## src/rtl/mem_arb_pkg.sv

```systemverilog
// Shared encodings and defaults for the SDRAM client arbiter.
// The optional watchdog is enabled with MEM_ARB_WDOG_EN.
package mem_arb_pkg;

  typedef enum logic [1:0] {
    ST_IDLE   = 2'd0,
    ST_ACTIVE = 2'd1,
    ST_DONE   = 2'd2
  } state_t;

  localparam logic [1:0] BANK_PP_A = 2'b01;
  localparam logic [1:0] BANK_PP_B = 2'b10;
  localparam logic [1:0] BANK_PED  = 2'b00;

  localparam int DEF_N_CLI   = 4;
  localparam int DEF_DATA_W  = 14;
  localparam int DEF_TIMEOUT = 4096;

  localparam int ROW_W = 13;
  localparam int MEM_W = 16;

endpackage

```

## src/rtl/mem_rr_pick.sv

```systemverilog
// Combinational round-robin picker: first set request at or above ptr,
// wrapping around to index 0.
module mem_rr_pick
  import mem_arb_pkg::*;
#(
  parameter int N_CLI = DEF_N_CLI,
  parameter int PW    = $clog2(N_CLI)
) (
  input  logic [N_CLI-1:0] req,
  input  logic [PW-1:0]    ptr,
  output logic [PW-1:0]    idx,
  output logic             any
);

  logic [PW-1:0] j;

  // Walk downward so the candidate closest to ptr is written last.
  always_comb begin
    idx = '0;
    any = 1'b0;
    j   = '0;
    for (int k = N_CLI - 1; k >= 0; k--) begin
      j = PW'((int'(ptr) + k) % N_CLI);
      if (req[j]) begin
        idx = j;
        any = 1'b1;
      end
    end
  end

endmodule

```

## src/rtl/mem_arbiter.sv

```systemverilog
// Round-robin SDRAM arbiter with ping-pong frame banks.
// Define MEM_ARB_WDOG_EN to add the burst watchdog and ERR_TIMEOUT.
module mem_arbiter
  import mem_arb_pkg::*;
#(
  parameter int N_CLI   = DEF_N_CLI,
  parameter int DATA_W  = DEF_DATA_W,
  parameter int TIMEOUT = DEF_TIMEOUT
) (
  input  logic                    CLK100,
  input  logic                    RESET,
  input  logic [N_CLI-1:0]        CLI_REQ,
  input  logic [N_CLI-1:0]        CLI_WR,
  input  logic [N_CLI*2-1:0]      CLI_BANK,
  input  logic [N_CLI*ROW_W-1:0]  CLI_ROW,
  input  logic [N_CLI*DATA_W-1:0] CLI_WDATA,
  output logic [DATA_W-1:0]       CLI_RDATA,
  output logic [N_CLI-1:0]        CLI_BUF_EN,
  output logic [N_CLI-1:0]        CLI_DONE,
  input  logic                    FRAME_TICK,
  output logic [1:0]              WR_BANK,
  output logic [1:0]              RD_BANK,
  output logic                    C_READ,
  output logic                    C_WRITE,
  output logic [1:0]              C_BANK,
  output logic [ROW_W-1:0]        C_ROW_ADDRESS,
  output logic [MEM_W-1:0]        DATA_MEM_OUT,
  input  logic [MEM_W-1:0]        DATA_MEM_IN,
  input  logic                    BUF_EN,
  input  logic                    END_OPERATION,
  output logic                    ERR_TIMEOUT
);

  localparam int PW = $clog2(N_CLI);

  state_t             state, state_nx;
  logic [N_CLI-1:0]   pending;
  logic [PW-1:0]      ptr, grant, pick_idx;
  logic               pick_any;
  logic               wr_q;
  logic [1:0]         bank_q;
  logic [ROW_W-1:0]   row_q;
  logic [1:0]         wr_bank;
  logic               active, wdog_hit;
  logic [DATA_W-1:0]  wdata_sel;
  logic               unused_mem_in;

  assign active = (state == ST_ACTIVE);

  mem_rr_pick #(.N_CLI(N_CLI), .PW(PW)) u_pick (
    .req (pending | CLI_REQ),
    .ptr (ptr),
    .idx (pick_idx),
    .any (pick_any)
  );

  always_comb begin
    state_nx = state;
    unique case (state)
      ST_IDLE:   if (pick_any) state_nx = ST_ACTIVE;
      ST_ACTIVE: if (END_OPERATION || wdog_hit) state_nx = ST_DONE;
      ST_DONE:   state_nx = ST_IDLE;
      default:   state_nx = ST_IDLE;
    endcase
  end

  always_ff @(posedge CLK100 or posedge RESET) begin
    if (RESET) begin
      state   <= ST_IDLE;
      pending <= '0;
      ptr     <= '0;
      grant   <= '0;
      wr_q    <= 1'b0;
      bank_q  <= BANK_PED;
      row_q   <= '0;
      wr_bank <= BANK_PP_A;
    end else begin
      state <= state_nx;
      // A fresh request in the DONE cycle survives the clear.
      pending <= (pending & ~CLI_DONE) | CLI_REQ;
      if (state == ST_IDLE && pick_any) begin
        grant  <= pick_idx;
        wr_q   <= CLI_WR[pick_idx];
        bank_q <= CLI_BANK[pick_idx*2 +: 2];
        row_q  <= CLI_ROW[pick_idx*ROW_W +: ROW_W];
      end
      if (state == ST_DONE)
        ptr <= (grant == PW'(N_CLI - 1)) ? '0 : grant + 1'b1;
      if (FRAME_TICK)
        wr_bank <= (wr_bank == BANK_PP_A) ? BANK_PP_B : BANK_PP_A;
    end
  end

  always_comb begin
    CLI_BUF_EN = '0;
    CLI_DONE   = '0;
    for (int i = 0; i < N_CLI; i++) begin
      CLI_BUF_EN[i] = BUF_EN && active && (grant == PW'(i));
      CLI_DONE[i]   = (state == ST_DONE) && (grant == PW'(i));
    end
  end

  assign wdata_sel     = CLI_WDATA[grant*DATA_W +: DATA_W];
  assign C_WRITE       = active && wr_q;
  assign C_READ        = active && !wr_q;
  assign C_BANK        = active ? bank_q : BANK_PED;
  assign C_ROW_ADDRESS = active ? row_q : '0;
  assign DATA_MEM_OUT  = C_WRITE ? MEM_W'(wdata_sel) : '0;
  assign CLI_RDATA     = C_READ ? DATA_MEM_IN[DATA_W-1:0] : '0;
  assign unused_mem_in = ^{DATA_MEM_IN, 1'b0};

  assign WR_BANK = wr_bank;
  assign RD_BANK = (wr_bank == BANK_PP_A) ? BANK_PP_B : BANK_PP_A;

`ifdef MEM_ARB_WDOG_EN
  localparam int CW = $clog2(TIMEOUT + 1);

  logic [CW-1:0] wd_cnt;
  logic          err_q;

  // Fires on the TIMEOUT-th ACTIVE cycle of a burst.
  assign wdog_hit = active && !END_OPERATION &&
                    (wd_cnt == CW'(TIMEOUT - 1));

  always_ff @(posedge CLK100 or posedge RESET) begin
    if (RESET) begin
      wd_cnt <= '0;
      err_q  <= 1'b0;
    end else begin
      wd_cnt <= active ? wd_cnt + 1'b1 : '0;
      if (wdog_hit) err_q <= 1'b1;
    end
  end

  assign ERR_TIMEOUT = err_q;
`else
  localparam int unused_timeout = TIMEOUT;

  assign wdog_hit    = 1'b0;
  assign ERR_TIMEOUT = 1'b0;
`endif

endmodule
```

## config.mk

```make
export PLATFORM = sky130hd
export DESIGN_NAME = mem_arbiter
export DESIGN_NICKNAME = d
export VERILOG_FILES = /design/src/rtl/mem_arb_pkg.sv /design/src/rtl/mem_rr_pick.sv /design/src/rtl/mem_arbiter.sv
export SDC_FILE = /design/constraint.sdc
export NUM_CORES = 1
export LEC_CHECK = 0
export CORE_AREA = 5 5 93 95
export DETAILED_ROUTE_END_ITERATION = 8
export DIE_AREA = 0 0 98 100
export DONT_BUFFER_PORTS = 1
export GPL_TIMING_DRIVEN = 0
export HOLD_SLACK_MARGIN = 0.03
export PLACE_DENSITY = 0.57
export SLEW_MARGIN = 20
export SYNTH_ARGS = -nofsm -noshare
export SYNTH_HDL_FRONTEND = slang
export SYNTH_HIERARCHICAL = 1
export SYNTH_SLANG_ARGS = --single-unit
export TNS_END_PERCENT = 50
```

## constraint.sdc

```tcl
create_clock -name CLK100 -period 5.1 [get_ports CLK100]
set_input_delay 0.255 -clock CLK100 [delete_from_list [all_inputs] [get_ports CLK100]]
set_output_delay 0.255 -clock CLK100 [all_outputs]
set_load 0.02 [all_outputs]
```

==> metrics, run 1 <==
status finished clean; Crit path arrival time 2.77 ns; CP startpoint kind flop; pwr dens 699 nW/um2; Root Driver clkbuf_8; via/cell ratio 5.49; Starting Density a little under a third; total die area 9800 um2; relative slew slack 59.1%; total global-route track usage roughly an eighth; post-CTS setup buffers 0; fillers between 700 and 800; Crit Path Max Fanout 10; Post-CTS Hold Buffers 2; fin nets 353; ranking of synthesized cells by area dfrtp_1, mux4_2, and2_1; final setup fails 0; Initial DRC Count 66; Finished Cell Area 2640 um2; Crit path buffers/inverters 2; DRC Markers 0; Worst Path Required 5.28 ns; Pre-antenna DRT Iters 4; vias in the first global route 1846; Peak VDD IR around 0.00026 V; H-tree depth 1; Post-DP Area 2550 um2; I/O pin total 205; Post-Syn Area 2410 um2; # port buffers 0; largest net degree at the start of global routing 29; share of the synthesized area in the top cell type between 20% and 30%; layout cells sized above 1 33.0%; first-pass GRT wire length between 10000 and 15000 um; final core utilization 34.5%; Inserted Diodes 0; Max Freq 385 MHz; Worst-path clk slew 0.10 ns; Crit-path slowest cell buf_1; Post-synth EDFFs 0; commonest non-fill, non-tap cell in the layout and2_1; Netlist cell types 29; antenna-violating nets left 0; initial antenna violation count 0; CTS Buf Count 3; crit-path cells or2_2, nor3b_1, a211oi_1, nor2_1, buf_2, buf_1, mux4_2, mux2_4; Sink Count 28; max-slew violations 0; CTS tree done; mean area per synthesized cell roughly 12 um2; Crit path max-delay family buffers and inverters; Main synth FF type dfrtp_1; Rows 32; register area share after synthesis a little under 30%; Via Count 1673; Post-CTS Resized 0; area grow syn2layout 9.38%; Fin. Hold Viols 0; post-DR wirelength/cell approximately 23 um; worst slew pin tran 0.612 ns; FFs w/ async S/R, synth 100%; Core Area 7650 um2; register area 702 um2; MaxCap Viol Count 0; Die W 98 um; P_leak about 1.1 nW; Multi-input gate area 1560 um2; clock latency on the worst-skew pair 0.28 ns; routed wire length 6980 um; Finished Layout Cells 305; clock tree buffer depth 2; Syn Inst Count between 150 and 200; CP max stage delay 0.47 ns; Final Critical Period 2.59 ns; cell accounting for the most synthesized area dfrtp_1; Synthesis Warnings 6; Final GP Congestion 0.775; RSZ-0062 raised after global routing false; type of destination of the critical path flop; placed cells 299; Post-Route Setup TNS 0 ns; Yosys reg bits 28; Setup CP Type reg -> reg; most frequent cells in the layout and2_1, dfrtp_1, mux4_2; fin crit share 50.9%; Hold WC Path Type in -> reg; total gr overflow 0; HPWL after detailed placement 5850 um; Setup Skew 0.00826 ns; Die Span Y roughly 100 um
-- path summary, 6_finish.rpt --
check / start / endpoint / slack (ns) / depth (start not counted)
setup / recovery: pending[1]$_DFF_PP0_ / row_q[9]$_DFFE_PP0P_ / 2.51 / 8
hold / removal: CLI_REQ[0] / pending[0]$_DFF_PP0_ / 0.06 / 1
setup reg to reg: pending[1]$_DFF_PP0_ / row_q[9]$_DFFE_PP0P_ / 2.51 / 8
hold reg to reg: pending[3]$_DFF_PP0_ / pending[3]$_DFF_PP0_ / 0.48 / 1
max in group asynchronous: RESET / bank_q[0]$_DFFE_PP0P_ / 4.19 / 2
min in group asynchronous: RESET / WR_BANK[1]$_DFFE_PP0P_ / 0.50 / 2
-- area by class of cell --
class,instances,area share (%)
buffer,19,4.93
clock buffer,3,1.56
clock inverter,1,1.14
inverter,9,1.28
multi-input combinational,141,58.9
sequential,28,26.6
tap,102,4.83
timing repair buffer,2,0.758
-- per-layer routing --
metal	up-vias	wire (um)	track usage (%)
met5	-	0	0
met4	0	50	2.24
met3	4	632	3.41
met2	112	3690	23.9
met1	825	2620	15.8
li1	732	-	-
-- where the power goes --
part / switching [W] / internal [W] / leakage [nW] / total (W)
sequential: 0.0000850 / 0.000329 / 0.317 / 0.000414
clock: 0.0000732 / 0.000105 / 0.0357 / 0.000178
combinational: 0.000648 / 0.000605 / 0.778 / 0.00125
-- Yosys cell counts, types with 2 or more instances --
cell type   n
a21o_1      5
a21oi_1     2
and2_1     31
and3_1     18
buf_2       4
buf_4       4
buf_6       3
clkbuf_1    6
dfrtp_1    27
ha_1        4
inv_1       9
mux2_2     12
mux2_4      9
mux4_1      7
mux4_2     23
nand2_1     2
nand2b_1    2
nand3b_1    4
nor2_1      6
nor2b_1     3
nor3b_1     3
or2_2       4
-- worst reg2reg max path: cells and delay by family, from the launching register on --
family | cells | cell delay (ns)
flip-flops | 1 | 0.39
AND/OR/NAND/NOR | 3 | 0.65
AO/OA/AOI/OAI | 1 | 0.07
multiplexers | 2 | 0.68
buffers and inverters | 2 | 0.70
-- metrics by stage --
| stage | worst slack, ns | hold slack, ns | total power [W] |
|---|---|---|---|
| final | 2.51 | 0.0582 | 0.00185 |
| after global routing | 2.34 | 0.0419 | 0.00197 |
| after CTS | 2.47 | 0.0541 | 0.00188 |
| after detailed placement | 2.49 | 0.253 | 0.00169 |
| after global placement | 2.52 | 0.307 | 0.00167 |
| after floorplan | 2.90 | 0.305 | 0.00148 |
-- flip-flops by register name, indices dropped and copies added (netlist names) --
name	flops
pending	4
WR_BANK	2
row_q	13
bank_q	2
grant	2
state	2
ptr	2
wr_q	1
-- logic make-up (layout without fill, tap and decap cells) --
group | Yosys count | after routing | share of synthesized area (%)
DFF | 28 | 28 | 29.1
and+or+nand+nor | 73 | 73 | 18.4
AOI/OAI and AO/OA | 9 | 9 | 2.80
other | 1 | 3 | 0.155
buffers and inverters | 28 | 34 | 6.79
muxes | 52 | 52 | 40.7
adders and majority gates | 4 | 4 | 2.07
Power figures use the tool's default switching activity.
==> inputs of run 2 (changes only) <==
PLACE_DENSITY = 0.59   (was 0.57)
clock period = 2.25 ns   (was 5.1 ns; I/O delays follow)
==> metrics, run 2 (same netlist as run 1, synthesis figures left out) <==
status finished, violations left (was finished clean); violated checks setup timing; post-DR wirelength/cell 23.3 um (was 22.9 um); Root Driver clkbuf_8 (unchanged); Crit-path slowest cell mux4_2 (was buf_1); Core Area 7650 um2 (unchanged); FF-to-FF path depth 8 (unchanged); fin crit share 100% (was 50.9%); DRC Markers 0 (unchanged); min-delay src CLI_ROW[2] (was CLI_REQ[0]); # port buffers 0 (unchanged); via/cell ratio 5.41 (was 5.49); Crit path arrival time 2.43 ns (was 2.77 ns); Peak VDD IR 0.000575 V (was 0.000258 V); Crit path max-delay family multiplexers (was buffers and inverters); routed wire length 7290 um (was 6980 um); met1 Use GR 16.7% (was 15.8%); Final GP Congestion 0.668 (was 0.775); RR Endpoint row_q[7]$_DFFE_PP0P_ (was row_q[9]$_DFFE_PP0P_); hold path cells 2 (was 1); vias in the first global route 1928 (was 1846); most frequent cells in the layout and2_1, mux4_2, dfrtp_1 (was and2_1, dfrtp_1, mux4_2); total die area 9800 um2 (unchanged); MaxCap Viol Count 0 (unchanged); H-tree depth 1 (unchanged); Starting Density 31.6% (unchanged); Biggest register row_q (unchanged); clock latency on the worst-skew pair 0.28 ns (about the same); total global-route track usage 14.0% (was 13.1%); Final Critical Period 2.26 ns (was 2.59 ns); most used routing layer met2 (unchanged); clock tree buffer depth 2 (unchanged); P_sw 0.00186 W (was 0.000806 W); Hold WC Path Type in -> reg (unchanged); RSZ-0062 raised after global routing true (was false); Via Count 1693 (was 1673); Max Freq 443 MHz (was 385 MHz); Tot Pwr 0.00444 W (was 0.00185 W); fillers 765 (was 759); type of destination of the critical path flop (unchanged); Worst Path Required 2.42 ns (was 5.28 ns); Crit path buffers/inverters 2 (unchanged); Crit Path Max Fanout 5 (was 10); Initial DRC Count 49 (was 66); Pre-antenna DRT Iters 4 (unchanged); hold_ws 0.190 ns (was 0.0582 ns); Sink Count 28 (unchanged); HPWL after detailed placement 5940 um (was 5850 um); Comb pwr share 69.8% (was 67.9%); Die W 98 um (unchanged); total gr overflow 0 (unchanged); sw frac 42.0% (was 43.7%); met2 Usage GRT 25.4% (was 23.9%); Setup CP Type reg -> reg (unchanged); Inserted Diodes 0 (unchanged); Seq pwr share 21.1% (was 22.4%); worst r2r src pending[2]$_DFF_PP0_ (was pending[1]$_DFF_PP0_); largest net degree at the start of global routing 29 (unchanged); worst slew pin tran 0.608 ns (was 0.612 ns); CTS Buf Count 3 (unchanged); Rows 32 (unchanged); commonest non-fill, non-tap cell in the layout and2_1 (unchanged); Die Span Y 100 um (unchanged); relative slew slack 59.4% (was 59.1%); CTS tree done (unchanged); P_leak 1.17 nW (was 1.13 nW); final setup fails 4 (was 0); fin nets 361 (was 353); crit-path cells or2_4, nand2_1, nor2_1, a211oi_2, buf_6, bufbuf_16, mux4_2, mux2_4 (was or2_2, nor3b_1, a211oi_1, nor2_1, buf_2, buf_1, mux4_2, mux2_4); antenna-violating nets left 0 (unchanged); Setup Skew 0.00238 ns (was 0.00826 ns); area grow syn2layout 13.7% (was 9.38%); max-slew violations 0 (unchanged); flop2flop setup slack -0.009 ns (was 2.51 ns); met3 global-route usage 4.03% (was 3.41%); initial antenna violation count 1 (was 0); WHS Endpoint row_q[2]$_DFFE_PP0P_ (was pending[0]$_DFF_PP0_); pwr dens 1620 nW/um2 (was 699 nW/um2); CP max stage delay 0.48 ns (was 0.47 ns); first-pass GRT wire length 10800 um (was 10200 um); Final WS setup -0.00861 ns (was 2.51 ns); CP startpoint kind flop (unchanged); max reg flops 13 (unchanged); Fin. Hold Viols 0 (unchanged); I/O pin total 205 (unchanged); Clk pwr share 9.1% (was 9.7%); Internal Power 0.00258 W (was 0.00104 W); Top Registers row_q (13), pending (4) (unchanged); Worst-path clk slew 0.10 ns (about the same); layout cells sized above 1 38.9% (was 33.0%)
## run 2: changes by cell type in the layout (fill, tap and decap cells not counted), moves of 2 or more
cell	previous run	this run
mux4_1	7	0
clkbuf_1	6	4
mux4_2	23	30
buf_4	4	7
dlygate4sd3_1	2	7
## run 2: per-layer routing
| metal | wire length, um | part of all wire [%] |
|---|---|---|
| met5 | 13 | 0.18 |
| met4 | 40 | 0.55 |
| met3 | 798 | 11 |
| met2 | 3760 | 52 |
| met1 | 2680 | 37 |
## run 2: power by group through the flow
stage / registers (W) / clock network, W / logic (W)
floorplan: 0.000884 / 0 / 0.00248
global placement: 0.000937 / 0 / 0.00286
CTS: 0.000942 / 0.000432 / 0.00313
detailed placement: 0.000949 / 0 / 0.00289
global route: 0.000981 / 0.000438 / 0.00339
finish: 0.000936 / 0.000405 / 0.00310
## run 2: worst max path at each step
stage | to | slack (ns) | cells past startpoint | from
floorplan | row_q[1]$_DFFE_PP0P_ | 0.05 | 8 | pending[1]$_DFF_PP0_
global placement | row_q[5]$_DFFE_PP0P_ | -0.32 | 8 | pending[1]$_DFF_PP0_
detailed placement | row_q[5]$_DFFE_PP0P_ | -0.36 | 8 | pending[1]$_DFF_PP0_
CTS | row_q[2]$_DFFE_PP0P_ | -0.02 | 8 | pending[2]$_DFF_PP0_
global route | row_q[7]$_DFFE_PP0P_ | -0.11 | 8 | pending[2]$_DFF_PP0_
finish | row_q[7]$_DFFE_PP0P_ | -0.009 | 8 | pending[2]$_DFF_PP0_
## run 2: per-stage QoR
step                area (um2)  instances  TNS, ns  utilization, %  worst slack, ns
floorplan                 2420        197        0               -           0.0485
global placement          2550        299    -2.81            33.3           -0.324
detailed placement        2550        299    -3.19            33.3           -0.362
CTS                       2760        313  -0.0465            36.1          -0.0178
global route              2750        313    -1.22            35.9           -0.110
finish                    2750        313  -0.0297            35.9         -0.00861
## run 2: what timing repair did
| action | CTS | global route |
|---|---|---|
| gates resized for setup | 5 | 12 |
| hold endpoints to repair | 35 | 0 |
| setup buffers | 2 | 0 |
| cloned | 1 | 0 |
| pin swaps | 1 | 0 |
| setup endpoints to repair | 27 | 44 |
| hold buffers | 7 | 0 |
## run 2: cell type report
type	instances	area (um2)	share of cell area, %
multi-input cells	141	1540	56.2
flip-flops and latches	28	702	25.6
plain buffers	19	138	5.01
repair buffers	10	130	4.74
well taps	102	128	4.65
clock buffers	3	41.3	1.50
inverters	9	33.8	1.23
clock inverters	1	30.0	1.09
## run 2: worst reg2reg max path: stages, from the launching register on
cell	delay [ns]
dfrtp_1	0.39
or2_4	0.25
nand2_1	0.06
nor2_1	0.05
a211oi_2	0.26
buf_6	0.15
bufbuf_16	0.26
mux4_2	0.48
mux2_4	0.26
